## src/rtl/jt12_timer_bank.sv

```systemverilog
`default_nettype none
//============================================================================
// jt12_timer_bank : NT up-counting timers with shared prescaler and wired IRQ.
// Optional counter readback port when JT12_TIMER_RDBK_EN is defined.
// Revision: 1.0
//============================================================================
module jt12_timer_bank #(
   parameter int              NT         = 2,
   parameter int              CW         = 10,
   parameter logic [NT-1:0]   PRESC_MASK = 2'b10,
   parameter int              PDIV       = 16
) (
   input  logic               clk,
   input  logic               rst_n,
   input  logic               clk_en,
   input  logic               fast,
   input  logic [NT*CW-1:0]   value,
   input  logic [NT-1:0]      load,
   input  logic [NT-1:0]      en_irq,
   input  logic [NT-1:0]      clr_flag,
   output logic [NT-1:0]      flag,
   output logic [NT-1:0]      overflow,
   output logic               irq_n
`ifdef JT12_TIMER_RDBK_EN
   ,
   input  logic [(NT > 1 ? $clog2(NT) : 1)-1:0] rd_sel,
   output logic [CW-1:0]      cnt_rd
`endif
);

   localparam int c_PW = (PDIV > 1) ? $clog2(PDIV) : 1;

   logic [c_PW-1:0] r_presc;
   logic [CW-1:0]   r_cnt [NT];
   logic [NT-1:0]   r_run;
   logic [NT-1:0]   r_load_d;
   logic [NT-1:0]   w_tick;
   logic [NT-1:0]   w_rise;
   logic [NT-1:0]   w_wrap;
   logic            w_pwrap;

   assign w_pwrap = clk_en & (r_presc == c_PW'(PDIV - 1));
   assign irq_n   = ~|flag;

   // A load rising edge suppresses the wrap so the reload wins cleanly.
   always_comb begin
      w_tick = '0;
      w_rise = '0;
      w_wrap = '0;
      for (int i = 0; i < NT; i++) begin
         w_tick[i] = fast | (PRESC_MASK[i] ? w_pwrap : clk_en);
         w_rise[i] = load[i] & ~r_load_d[i];
         w_wrap[i] = load[i] & ~w_rise[i] & r_run[i] & w_tick[i] & (&r_cnt[i]);
      end
   end

   always_ff @(posedge clk or negedge rst_n) begin
      if (!rst_n)
         r_presc <= '0;
      else if (clk_en)
         r_presc <= r_presc + c_PW'(1);
   end

   always_ff @(posedge clk or negedge rst_n) begin
      if (!rst_n) begin
         r_run    <= '0;
         r_load_d <= '0;
         flag     <= '0;
         overflow <= '0;
         for (int i = 0; i < NT; i++)
            r_cnt[i] <= '0;
      end else begin
         for (int i = 0; i < NT; i++) begin
            r_load_d[i] <= load[i];
            overflow[i] <= w_wrap[i];
            if (!load[i]) begin
               r_run[i] <= 1'b0;
            end else if (w_rise[i]) begin
               r_cnt[i] <= value[i*CW +: CW];
               r_run[i] <= 1'b1;
            end else if (r_run[i] & w_tick[i]) begin
               r_cnt[i] <= w_wrap[i] ? value[i*CW +: CW] : r_cnt[i] + CW'(1);
            end
            // Setting has priority over a simultaneous clear.
            if (w_wrap[i] & en_irq[i])
               flag[i] <= 1'b1;
            else if (clr_flag[i])
               flag[i] <= 1'b0;
         end
      end
   end

`ifdef JT12_TIMER_RDBK_EN
   always_ff @(posedge clk or negedge rst_n) begin
      if (!rst_n)
         cnt_rd <= '0;
      else if (int'(rd_sel) < NT)
         cnt_rd <= r_cnt[rd_sel];
      else
         cnt_rd <= '0;
   end
`endif

endmodule
`default_nettype wire
```

## config.mk

```make
export PLATFORM = sky130hd
export DESIGN_NAME = jt12_timer_bank
export DESIGN_NICKNAME = d
export VERILOG_FILES = /design/src/rtl/jt12_timer_bank.sv
export SDC_FILE = /design/constraint.sdc
export NUM_CORES = 1
export LEC_CHECK = 0
export BUFFER_PORTS_ARGS = -buffer_cell sky130_fd_sc_hd__buf_2
export CAP_MARGIN = 20
export CORE_ASPECT_RATIO = 0.7
export CORE_MARGIN = 2
export CORE_UTILIZATION = 54
export DETAILED_ROUTE_END_ITERATION = 12
export GPL_TIMING_DRIVEN = 0
export PLACE_DENSITY = 0.79
export SYNTH_ARGS = -nofsm -noshare
export SYNTH_HDL_FRONTEND = slang
export SYNTH_SLANG_ARGS = --single-unit
```

## constraint.sdc

```tcl
create_clock -name clk -period 4.8 [get_ports clk]
set_input_delay 0.72 -clock clk [delete_from_list [all_inputs] [get_ports clk]]
set_output_delay 0.72 -clock clk [all_outputs]
set_load 0.1 [all_outputs]
```

==> summary.md <==
| Metric | Value |
|---|---|
| Storage cell area | around 800 sq um |
| Post-synth EDFFs | 0 |
| CP max-delay cell | a21boi_0 |
| Top post-synthesis cells by area | dfrtp_1 46%, nand2_1 5.3%, mux2i_1 4.0%, nand3_1 3.1%, o21ai_0 3.1% |
| Critical Path, Cell by Cell | buf_2 > o21ai_1 > a21boi_0 > clkbuf_1 > o21ai_0 > a22oi_1 |
| Skew final | about 0.006 ns |
| # fillers | 269 |
| CTS tree | built |
| Die width | approximately 70 um |
| Most frequent cells after synthesis | 32 x dfrtp_1, 25 x nand2_1, 12 x inv_1, 11 x nand3_1, 11 x o21ai_0 |
| Fin nets | 260 |
| Antenna-violating nets left | 0 |
| Later-pin clock latency in the skew report | 0.28 ns |
| Combinational fraction of design power | 0.233 |
| Initial antenna violation count | 0 |
| DRC Markers | 0 |
| Mean cell area of the mapped netlist | approximately 9.4 sq um |
| Unrepaired setup endpoints after global routing | no |
| Hpwl dp | 2710 um |
| Tot GR Track Use | 0.219 |
| Setup violators final | 0 |
| Internal power | 539 uW |
| # placed instances | 258 |
| Syn Std Cell Area | about 1800 sq um |
| Initial Util | 0.561 |
| Clk pwr share | 0.264 |
| GP Congestion | roughly 0.8 |
| Clock sink count | 32 |
| Seq/Total Area, Yosys | 0.456 |
| Clock root cell | clkbuf_8 |
| Fraction of layout cells with a size suffix above 1 | 0.237 |
| Die area | 3730 sq um |
| Worst Path Required | ~5 ns |
| CTS buffer count | 5 |
| Status | complete, no violations |
| Switch share | 0.328 |
| R2R setup slack | 2.60 ns |
| Leakage | approximately 0.00095 uW |
| CP startpoint kind | primary input |
| Post-DP Area | 1970 sq um |
| Ys flop type | dfrtp_1 |
| Post-synthesis async set-or-reset flop share | 1.00 |
| Min Tclk post-route | between 2 and 2.5 ns |
| Final period utilization | 0.463 |
| Final wirelength | ~3800 um |
| Multi-input logic area | ~880 sq um |
| Reg2Reg Depth | 7 |
| Netlist cell types | 47 |
| Slew Limit Headroom | 0.523 |
| Deepest clock path buffer count | 2 |
| Setup TNS | 0 ns |
| # hold bufs at CTS | 0 |
| Sequential power share | 0.504 |
| Vias in the first global route | 1,302 |
| Crit. End Element | flip-flop |
| Synth Instances | 186 |
| Detailed-route wire length per cell | between 10 and 15 um |
| Max_cap viols | 0 |
| Vias after detailed routing | ~1,500 |
| Measured slew at the worst slew-check pin | a little over 0.7 ns |
| First-pass iteration count of the detailed router | 4 |
| Starting DRC count in detailed routing | about 150 |
| Global-route wire length before repair | 6130 um |
| Hold Vio Cnt, Final | 0 |
| Layout area overhead | 17.7% |
| Clock slew at reported path FFs | ~0.07 ns |
| IO Pins | 35 |
| Max Freq | 450 MHz |
| DR vias/cell | ~5.7 |
| Hold Crit Class | in2async |
| Net Switching | between 200 and 300 uW |
| Quantity of gates resized following cts | 0 |
| H-tree levels | 2 |
| Die Y | 51.7 um |
| Worst IR Drop VDD | a little over 0.3 mV |
| Count leader, synth | dfrtp_1 |
| CP Class | in2reg |
| CP peak stage delay | about 0.6 ns |
| Largest net degree at the start of global routing | 33 |
| Synth area leader | dfrtp_1 |
| Hold_ws | slightly below 0.5 ns |
| Crit-path max FO | 10 |
| Synthesis Warnings | 0 |
| Row count | 17 |
| Share of the synthesized area in the top cell type | 0.456 |
| Seq cells post-synth | 32 |
| Buffers on Ports | 34 |
| Syn Nets | between 200 and 250 |
| Final Cell Area | between 2000 and 2500 sq um |
| Final Max Tran Viols | 0 |
| Util after Layout | 0.660 |
| Post-CTS Setup Bufs | 0 |
| Crit path DAT | around 2.4 ns |
| Core box area | between 3000 and 4000 sq um |
| Gr ovfl total | 0 |
| Non-filler cells in the finished layout | ~270 |
| PwrDens | 389 nW/um^2 |
| Inserted Diodes | 0 |
## registers in the layout (all words and copies together), names as in the netlist
register and cells:
r_cnt 20, r_presc 4, flag 2, overflow 2
r_load_d 2, r_run 2
## power groups by stage
stage | registers [uW] | logic (uW) | clock network (uW)
detailed placement | 406 | 186 | 0
global placement | 405 | 182 | 0
CTS | 402 | 187 | 217
global route | 414 | 216 | 225
floorplan | 390 | 142 | 0
finish | 404 | 187 | 212
## final timing paths
kind                            start          end
max reg2reg                 r_cnt[10]    r_cnt[17]
max in group asynchronous       rst_n  r_load_d[1]
max                            clk_en    r_cnt[19]
min in group clk           r_presc[0]   r_presc[0]
min reg2reg                r_presc[0]   r_presc[0]
min                             rst_n   r_presc[1]
## final cells by class
type | instances | area share
buffer | 5 | 0.0133
clock buffer | 6 | 0.0400
clock inverter | 2 | 0.00485
inverter | 12 | 0.0218
multi-input combinational | 137 | 0.427
sequential | 32 | 0.388
tap | 38 | 0.0230
timing repair buffer | 34 | 0.0824
## cell families after synthesis
logic type | after synthesis | synth area share
AND/OR/NAND/NOR | 70 | 0.201
flip-flops | 32 | 0.456
adder cells (fa/ha/maj) | 3 | 0.0214
AO/OA/AOI/OAI | 53 | 0.218
multiplexers | 8 | 0.0464
buffers and inverters | 17 | 0.0414
XOR/XNOR | 3 | 0.0150
## metrics by stage
step	total power (uW)	setup WS (ns)
6_report	803	2.58
5_1_grt	855	2.42
4_1_cts	807	2.59
3_5_place_dp	592	2.30
3_3_place_gp	587	2.33
2_1_floorplan	532	1.92
## cell usage in the layout (no fill, tap or decap), drive strengths merged, types with 2 or more instances in the layout
| master | n |
|---|---|
| a22oi | 5 |
| o21ai | 13 |
| o311ai | 2 |
| buf | 36 |
| a21oi | 10 |
| o22ai | 4 |
| ha | 3 |
| dfrtp | 32 |
| mux2i | 7 |
| nor3 | 2 |
| a21boi | 2 |
| and4 | 3 |
| xnor2 | 2 |
| nor4 | 3 |
| a31oi | 2 |
| and3 | 2 |
| inv | 12 |
| a221o | 2 |
| clkinv | 2 |
| a2bb2oi | 3 |
| nor2 | 10 |
| nand3 | 11 |
| clkbuf | 9 |
| or3 | 2 |
| nand2 | 26 |
| nand4 | 4 |
| and2 | 2 |
## critical path, delay by kind of cell
| kind | cells | cell delay (ns) |
|---|---|---|
| AOI/OAI and AO/OA | 4 | 1.13 |
| buffers and inverters | 2 | 0.57 |
## per-layer routing
| layer | routed length, um | vias up | GRT usage | share of wire |
|---|---|---|---|---|
| li1 | - | 766 | - | - |
| met1 | 1960 | 693 | 0.339 | 0.51 |
| met2 | 1570 | 44 | 0.297 | 0.41 |
| met3 | 248 | 4 | 0.0601 | 0.065 |
| met4 | 27 | 0 | 0.0629 | 0.0071 |
| met5 | 0 | - | 0 | 0 |
(Power assumes the default switching activity.)
